[src/rtl/risc_v_mike_mc_ctrl_fsm_if.sv]
// Unified memory bus handshake between the multicycle control FSM and the memory port.
// The FSM is the master: it selects the address source and requests reads/writes.
interface risc_v_mike_mc_ctrl_fsm_if;
  logic i_or_d;
  logic mem_read;
  logic mem_write;
  logic mem_ready;

  modport master (
    output i_or_d,
    output mem_read,
    output mem_write,
    input  mem_ready
  );

  modport slave (
    input  i_or_d,
    input  mem_read,
    input  mem_write,
    output mem_ready
  );
endinterface

[src/rtl/risc_v_mike_mc_ctrl_fsm.sv]
// Multicycle main-control FSM for the RISC-V Mike core: sequences fetch, decode,
// execute, memory and writeback; outputs are decoded combinationally from state.
module risc_v_mike_mc_ctrl_fsm (
  input  logic                              clk,
  input  logic                              rst,
  risc_v_mike_mc_ctrl_fsm_if.master         mem,
  input  logic [6:0]                        opcode,
  input  logic [2:0]                        funct3,
  input  logic                              alu_zero,
  input  logic                              alu_slt,
  output logic                              pc_update,
  output logic                              ir_write,
  output logic                              reg_write,
  output logic [1:0]                        alu_src_sel_a,
  output logic [1:0]                        alu_src_sel_b,
  output logic [1:0]                        alu_op,
  output logic                              alu_signed,
  output logic [1:0]                        result_src,
  output logic                              illegal_instr,
  output logic                              instr_retired,
  output logic [31:0]                       instret,
  output logic [3:0]                        state
);

  typedef enum logic [3:0] {
    S_BOOT   = 4'd0,
    S_FETCH  = 4'd1,
    S_DECODE = 4'd2,
    S_MEMADR = 4'd3,
    S_MEMRD  = 4'd4,
    S_MEMWB  = 4'd5,
    S_MEMWR  = 4'd6,
    S_EXEC_R = 4'd7,
    S_EXEC_I = 4'd8,
    S_ALUWB  = 4'd9,
    S_JAL    = 4'd10,
    S_JALR   = 4'd11,
    S_LINK   = 4'd12,
    S_BRANCH = 4'd13,
    S_UPPER  = 4'd14,
    S_TRAP   = 4'd15
  } state_t;

  state_t state_q;
  state_t state_next;
  logic   branch_taken;

  assign state = state_q;

  always_comb begin
    branch_taken = 1'b0;
    case (funct3)
      3'b000:          branch_taken = alu_zero;
      3'b001:          branch_taken = ~alu_zero;
      3'b100, 3'b110:  branch_taken = alu_slt;
      3'b101, 3'b111:  branch_taken = ~alu_slt;
      default:         branch_taken = 1'b0;
    endcase
  end

  always_comb begin
    state_next = state_q;
    case (state_q)
      S_BOOT:   state_next = S_FETCH;
      S_FETCH:  if (mem.mem_ready) state_next = S_DECODE;
      S_DECODE: begin
        case (opcode)
          7'b0000011, 7'b0100011: state_next = S_MEMADR;
          7'b0110011:             state_next = S_EXEC_R;
          7'b0010011:             state_next = S_EXEC_I;
          7'b1101111:             state_next = S_JAL;
          7'b1100111:             state_next = S_JALR;
          7'b1100011:             state_next = S_BRANCH;
          7'b0110111, 7'b0010111: state_next = S_UPPER;
          default:                state_next = S_TRAP;
        endcase
      end
      S_MEMADR: state_next = opcode[5] ? S_MEMWR : S_MEMRD;
      S_MEMRD:  if (mem.mem_ready) state_next = S_MEMWB;
      S_MEMWB:  state_next = S_FETCH;
      S_MEMWR:  if (mem.mem_ready) state_next = S_FETCH;
      S_EXEC_R: state_next = S_ALUWB;
      S_EXEC_I: state_next = S_ALUWB;
      S_ALUWB:  state_next = S_FETCH;
      S_JAL:    state_next = S_ALUWB;
      S_JALR:   state_next = S_LINK;
      S_LINK:   state_next = S_ALUWB;
      S_BRANCH: state_next = S_FETCH;
      S_UPPER:  state_next = S_ALUWB;
      S_TRAP:   state_next = S_TRAP;
      default:  state_next = S_BOOT;
    endcase
  end

  // Anything not driven by a state stays 0, so BOOT (the reset state) keeps the bus quiet.
  always_comb begin
    pc_update     = 1'b0;
    mem.i_or_d    = 1'b0;
    ir_write      = 1'b0;
    mem.mem_read  = 1'b0;
    mem.mem_write = 1'b0;
    reg_write     = 1'b0;
    alu_src_sel_a = 2'd0;
    alu_src_sel_b = 2'd0;
    alu_op        = 2'd0;
    alu_signed    = 1'b0;
    result_src    = 2'd0;
    illegal_instr = 1'b0;
    instr_retired = 1'b0;
    case (state_q)
      S_FETCH: begin
        mem.i_or_d    = 1'b1;
        mem.mem_read  = 1'b1;
        alu_src_sel_a = 2'd1;
        alu_src_sel_b = 2'd1;
        result_src    = 2'd2;
        ir_write      = mem.mem_ready;
        pc_update     = mem.mem_ready;
      end
      S_DECODE: begin
        alu_src_sel_a = 2'd2;
        alu_src_sel_b = 2'd2;
      end
      S_MEMADR, S_EXEC_I: begin
        alu_src_sel_b = 2'd2;
        alu_op        = (state_q == S_EXEC_I) ? 2'd2 : 2'd0;
      end
      S_MEMRD: begin
        mem.mem_read  = 1'b1;
      end
      S_MEMWB: begin
        result_src    = 2'd1;
        reg_write     = 1'b1;
        instr_retired = 1'b1;
      end
      S_MEMWR: begin
        mem.mem_write = 1'b1;
        instr_retired = mem.mem_ready;
      end
      S_EXEC_R: begin
        alu_op        = 2'd2;
      end
      S_ALUWB: begin
        reg_write     = 1'b1;
        instr_retired = 1'b1;
      end
      S_JAL: begin
        alu_src_sel_a = 2'd2;
        alu_src_sel_b = 2'd1;
        pc_update     = 1'b1;
      end
      S_JALR: begin
        alu_src_sel_b = 2'd2;
        result_src    = 2'd2;
        pc_update     = 1'b1;
      end
      S_LINK: begin
        alu_src_sel_a = 2'd2;
        alu_src_sel_b = 2'd1;
      end
      S_BRANCH: begin
        alu_op        = 2'd1;
        alu_signed    = ~funct3[1];
        pc_update     = branch_taken;
        instr_retired = 1'b1;
      end
      S_UPPER: begin
        alu_src_sel_a = opcode[5] ? 2'd3 : 2'd2;
        alu_src_sel_b = 2'd2;
      end
      S_TRAP: begin
        illegal_instr = 1'b1;
      end
      default: ;
    endcase
  end

  always_ff @(posedge clk or negedge rst) begin
    if (!rst) begin
      state_q <= S_BOOT;
      instret <= 32'd0;
    end else begin
      state_q <= state_next;
      if (instr_retired) instret <= instret + 32'd1;
    end
  end

endmodule

[src/flat_wrapper.sv]
// flat-port wrapper written by rule: the top's interface ports become plain ports
module risc_v_mike_mc_ctrl_fsm_flat 
  (clk, rst, opcode, funct3, alu_zero, alu_slt, pc_update, ir_write, reg_write, alu_src_sel_a, alu_src_sel_b, alu_op, alu_signed, result_src, illegal_instr, instr_retired, instret, state, mem_i_or_d, mem_mem_read, mem_mem_write, mem_mem_ready);
  risc_v_mike_mc_ctrl_fsm_if mem_i ();
  input  logic clk;
  input  logic rst;
  input  logic [6:0] opcode;
  input  logic [2:0] funct3;
  input  logic alu_zero;
  input  logic alu_slt;
  output logic pc_update;
  output logic ir_write;
  output logic reg_write;
  output logic [1:0] alu_src_sel_a;
  output logic [1:0] alu_src_sel_b;
  output logic [1:0] alu_op;
  output logic alu_signed;
  output logic [1:0] result_src;
  output logic illegal_instr;
  output logic instr_retired;
  output logic [31:0] instret;
  output logic [3:0] state;
  output wire logic [$bits(mem_i.i_or_d)-1:0] mem_i_or_d;
  output wire logic [$bits(mem_i.mem_read)-1:0] mem_mem_read;
  output wire logic [$bits(mem_i.mem_write)-1:0] mem_mem_write;
  input wire logic [$bits(mem_i.mem_ready)-1:0] mem_mem_ready;
  assign mem_i_or_d = mem_i.i_or_d;
  assign mem_mem_read = mem_i.mem_read;
  assign mem_mem_write = mem_i.mem_write;
  assign mem_i.mem_ready = mem_mem_ready;
  risc_v_mike_mc_ctrl_fsm u_core (.clk(clk), .rst(rst), .mem(mem_i), .opcode(opcode), .funct3(funct3), .alu_zero(alu_zero), .alu_slt(alu_slt), .pc_update(pc_update), .ir_write(ir_write), .reg_write(reg_write), .alu_src_sel_a(alu_src_sel_a), .alu_src_sel_b(alu_src_sel_b), .alu_op(alu_op), .alu_signed(alu_signed), .result_src(result_src), .illegal_instr(illegal_instr), .instr_retired(instr_retired), .instret(instret), .state(state));
endmodule
[config.mk]
export PLATFORM = sky130hd
export DESIGN_NAME = risc_v_mike_mc_ctrl_fsm_flat
export DESIGN_NICKNAME = d
export VERILOG_FILES = /design/src/rtl/risc_v_mike_mc_ctrl_fsm_if.sv /design/src/rtl/risc_v_mike_mc_ctrl_fsm.sv /design/src/flat_wrapper.sv
export SDC_FILE = /design/constraint.sdc
export NUM_CORES = 1
export LEC_CHECK = 0
export CORE_MARGIN = 4
export CORE_UTILIZATION = 46
export DETAILED_ROUTE_END_ITERATION = 10
export PLACE_DENSITY = 0.84
export SKIP_CTS_REPAIR_TIMING = 1
export SYNTH_ARGS = -nofsm -noshare
export SYNTH_HDL_FRONTEND = slang
export SYNTH_SLANG_ARGS = --single-unit
[constraint.sdc]
create_clock -name clk -period 2.2 [get_ports clk]
set_input_delay 0.22 -clock clk [delete_from_list [all_inputs] [get_ports clk]]
set_output_delay 0.22 -clock clk [all_outputs]
set_load 0.01 [all_outputs]
## Word-level counts from Yosys, hierarchy flattened

Index checks and enable logic that the tools add are counted.

| storage, ports and cells | value |
|---|---|
| register bits after elaboration | 36 |
| output and inout port bits | 53 |

| operators by class | value |
|---|---|
| bitwise operators | 3 |
| reduce and logical (&&, ||, !) cells | 18 |
| $add $sub $neg | 1 |
| eq/ne operators | 32 |
| muxes and demuxes | 22 |

Operator list:

| operator | number |
|---|---|
| one-hot mux 4 bit (9 select lines) | 1 |
| adder 32 x 1 -> 32 bit (second input constant) | 1 |
| equality test 4 bit (second input constant) | 8 |
| one-hot mux 4 bit (7 select lines) | 1 |
| equality test 7 x 6 -> 1 bit (second input constant) | 3 |
| equality test 7 bit (second input constant) | 3 |
| OR reduction 2 bit | 9 |
| equality test 4 x 3 -> 1 bit (second input constant) | 4 |
| equality test 7 x 5 -> 1 bit (second input constant) | 2 |
| equality test 3 bit (second input constant) | 4 |
| two-way mux 4 bit | 3 |
| one-hot mux 2 bit (3 select lines) | 2 |
| OR reduction 5 bit | 2 |
| OR reduction 3 bit | 3 |
| equality test 4 x 2 -> 1 bit (second input constant) | 2 |
| two-way mux 1 bit | 8 |
| one-hot mux 2 bit (2 select lines) | 2 |
| equality test 7 x 2 -> 1 bit (second input constant) | 1 |
| inequality test 2 bit (second input constant) | 3 |
| equality test 4 x 1 -> 1 bit (second input constant) | 1 |
| logical NOT 4 bit | 1 |
| two-way mux 2 bit | 2 |
| one-hot mux 1 bit (4 select lines) | 1 |
| OR reduction 4 bit | 1 |
| other kinds (6) | 8 |

## Logic depth before layout (Yosys ltp)

| logic depth | value |
|---|---|
| word-level depth | 4 |
| mapped depth | 6 |

## Least setup slack after synthesis

OpenSTA, ideal clock, no wires.

| path | value |
|---|---|
| kind | register -> register |
| start point | reg u_core.state_q[0] (netlist: u_core.state[0]) |
| end point | reg u_core.instret[11] |
| data required time | 2074 ps |
| setup slack | 570 ps |
| library setup time | 126 ps |
| stages on the path, launching flop included | 7 |
| arrival time | 1504 ps |
| cells stage by stage | dfrtp_1 -> buf_2 -> and4bb_4 -> o2bb2ai_2 -> buf_4 -> nand4_1 -> xnor2_1 |

| on the way | value |
|---|---|
| cells in the longest elaborated chain, start to end | 3 |
| elaborated cells on any way between the ends | 6 |

Ends and longest elaborated chain:

| what | RTL line | RTL |
|---|---|---|
| start: declaration | risc_v_mike_mc_ctrl_fsm.sv:44 | `state_t state_q;` |
| start signal: assignment | risc_v_mike_mc_ctrl_fsm.sv:183 | `state_q <= state_next;` |
| equality test 4 x 3 -> 1 bit or equality test 4 bit (tied branches) | risc_v_mike_mc_ctrl_fsm.sv:110 | `case (state_q)` |
| OR reduction 3 bit (no source line) | -- |  |
| one-hot mux 1 bit (2 select lines) (*) | risc_v_mike_mc_ctrl_fsm.sv:110 |  |
| net instr_retired | flat_wrapper.sv:20 | `output logic instr_retired;` |
| end signal: assignment | risc_v_mike_mc_ctrl_fsm.sv:184 | `if (instr_retired) instret <= instret + 32'd1;` |
| end: declaration | risc_v_mike_mc_ctrl_fsm.sv:21 | `output logic [31:0] instret,` |

Mark *: on every way through the listed nets, which the timed path passes. The rest lies on a longest branch.
A chain may end at the register's enable or synchronous reset.

## Worst setup path after layout

| path | value |
|---|---|
| start point | reg u_core.state_q[2] (netlist: u_core.state[2]) |
| end point | out alu_src_sel_b[1] |

| on the way | value |
|---|---|
| cells in the longest elaborated chain, start to end | 3 |
| elaborated cells on any way between the ends | 11 |

Ends and longest elaborated chain:

| what | RTL line | RTL |
|---|---|---|
| equality test 4 x 2 -> 1 bit (tied with other cells) | risc_v_mike_mc_ctrl_fsm.sv:110 |  |
| OR reduction 5 bit (no source line) or OR reduction 3 bit (tied branches) | -- |  |
| one-hot mux 2 bit (2 select lines) (*) | risc_v_mike_mc_ctrl_fsm.sv:110 |  |
| end: declaration | flat_wrapper.sv:15 | `output logic [1:0] alu_src_sel_b;` |

Mark *: on every way between the ends. The rest lies on a longest branch, timed or not.

==> summary.txt <==
CTS tree -> built
core area -> 4410 sq um
Combinational Power Share -> 48.3%
H-tree depth -> 2
Worst Skew -> 0.00412 ns
Std-Cell Rows -> 24
crit path kind -> reg2out
Post-synth top cells -> dfrtp_1, xnor2_1, nand4_1, nand2_1, nor2_1
clock buffer depth -> 2
Area contributors post-synth -> dfrtp_1, xnor2_1, nand4_1, nand2b_1, nand2_1
Cell Chain, Critical Path -> nand2b_2 > or3_1 > nand2_1 > clkdlybuf4s50_1
WP data arrival -> 1.94 ns
CP Launch Type -> flop
via count of the first global-routing pass -> 1883
CP max stage delay -> 0.54 ns
DRC Markers -> 0
Vias -> 1949
Fin Setup TNS -> 0 ns
largest net degree at the start of global routing -> 37
total die area -> 5800 sq um
HPWL Detailed -> 3980 um
Slowest-stage cell, CP -> clkdlybuf4s50_1
gr ovfl total -> 0
Avg Inst Size Synth -> 9.85 sq um
# Max-Cap Violations -> 0
Primary FF master, synth -> dfrtp_1
Syn Inst Count -> 217
I/O Buffers -> 67
Max transition margin -> 57.1%
clk sinks -> 36
Final Setup Violations -> 0
PwrDens -> 972 nW/um^2
Synth Cell Area -> 2140 sq um
detailed-router iteration count before antenna repair -> 4
kind of cell adding the most delay to the critical path -> simple AND/OR/NAND/NOR gates
Sw Share -> 38.0%
Slew @ Worst Pin -> 0.640 ns
Die Y -> 76.2 um
gr usage total -> 18.8%
Pwr Total -> 2920 uW
global-route wire length before repair -> 8970 um
fraction of layout cells with a size suffix above 1 -> 11.4%
post-route antenna net violation count -> 0
worst reg2reg path depth -> 5
fmax -> 462 MHz
Hold Vio Cnt, Final -> 0
number of top-level pins -> 68
top-count cell post-synth -> dfrtp_1
P_int -> 1810 uW
switching pwr -> 1110 uW
final slew viol count -> 0
top-area cell type share of the netlist area -> 42.2%
RePlAce Congestion -> 0.820
WP data required -> 1.98 ns
Period Utilization, post-route -> 98.4%
area leader, netlist -> dfrtp_1
sequential fraction of design power -> 32.1%
Clock power frac -> 19.6%
CP Capture Type -> output port
antenna violations before repair -> 0
Ys Warns -> 0
syn nets -> 233
Post-synth EDFFs -> 0
worst hold path class -> in2async
Via density -> 5.70
DP Worst Slack -> 0.106 ns
TritonCTS buffer count -> 5
Worst path depth -> 4
register area share after synthesis -> 42.2%
Clock Pin Slew Worst Setup and Hold Paths -> 0.07 ns
VDD IR max -> 560 uV
initial drt markers -> 103
nets@finish -> 305
Chip Width -> 76.2 um
Skew-Pair Late Insertion Delay -> 0.29 ns
WP buf/inv -> 1
Lkg Pwr -> 0.00119 uW
status -> finished clean
Crit Path Max Fanout -> 9
Area growth syn-to-layout -> 40.5%
Routed wire per std cell -> 15.9 um
Yosys cell types -> 44
Tmin final -> 2.16 ns
post-route setup slack -> 0.0352 ns
flops & latches, synth -> 36
WL final -> 5450 um
n_diodes -> 0
clk root buf -> clkbuf_8
starting density of the core -> 48.4%
FFs w/ async S/R, synth -> 100%
-- metal layers --
metal | vias up | track usage (%) | part of all wire, %
met5 | - | 0 | 0
met4 | 0 | 8.04 | 1.5
met3 | 7 | 3.55 | 6.0
met2 | 71 | 31.9 | 50
met1 | 935 | 23.1 | 43
li1 | 936 | - | -
-- worst paths after layout --
check | end | startpoint | slack (ns)
setup / recovery | alu_src_sel_b[1] | u_core.state[2] | 0.04
hold / removal | u_core.instret[22] | rst | 0.33
setup reg to reg | u_core.instret[28] | u_core.instret[0] | 0.24
hold reg to reg | u_core.instret[31] | u_core.instret[31] | 0.49
max in group asynchronous | u_core.state[1] | rst | 1.52
min in group clk | u_core.instret[31] | u_core.instret[31] | 0.49
-- state kept, by name, summed over array words and instances, names as in the netlist --
| register | count |
|---|---|
| u_core.instret | 32 |
| u_core.state | 4 |
-- through the flow --
| stage | hold WS, ns | utilization (%) | instance area, sq um | instances |
|---|---|---|---|---|
| finish | 0.329 | 68.0 | 3000 | 342 |
| global route | 0.393 | 68.0 | 3000 | 342 |
| CTS | 0.347 | 67.7 | 2990 | 342 |
| detailed placement | 0.465 | 65.3 | 2880 | 334 |
| global placement | 0.474 | 65.3 | 2880 | 334 |
| floorplan | -0.0756 | - | 2140 | 217 |
-- power by group through the flow --
stage	Combinational [uW]	Sequential [uW]	Clock, uW
4_1_cts	1410	918	583
3_3_place_gp	1380	921	0
5_1_grt	1520	957	616
6_report	1410	935	573
2_1_floorplan	728	907	0
3_5_place_dp	1400	925	0
-- placed cells by master (no fill, tap or decap), types with 4 or more instances in the layout --
master / Yosys / final
nand4_1: 21 / 21
o22ai_1: 5 / 5
o21ai_0: 4 / 4
dfrtp_2: 0 / 4
dfrtp_1: 36 / 32
o2111ai_1: 5 / 5
buf_4: 2 / 9
clkdlybuf4s50_1: 0 / 66
xor2_1: 5 / 5
nand2b_1: 9 / 7
inv_1: 5 / 5
xnor2_1: 30 / 30
nand2_1: 13 / 13
and3_1: 7 / 7
a21oi_1: 7 / 7
nand3_1: 8 / 8
clkbuf_8: 0 / 5
nor2_1: 13 / 13
-- logic make-up after synthesis --
| family | after synthesis | share of synthesized area [%] |
|---|---|---|
| AND/OR/NAND/NOR | 93 | 26.7 |
| flip-flops | 36 | 42.2 |
| AO/OA/AOI/OAI | 35 | 12.1 |
| XOR/XNOR | 35 | 14.3 |
| buffers and inverters | 16 | 3.63 |
| multiplexers | 1 | 0.527 |
| adder cells (fa/ha/maj) | 1 | 0.585 |
-- cell type report --
cell class / instances / area, sq um
clock inverters: 2 / 35.0
fillers: 357 / 1410
repair buffers: 76 / 741
flip-flops and latches: 36 / 906
well taps: 52 / 65.1
inverters: 5 / 18.8
multi-input cells: 165 / 1160
clock buffers: 6 / 72.6
Power figures use the tool's default switching activity.
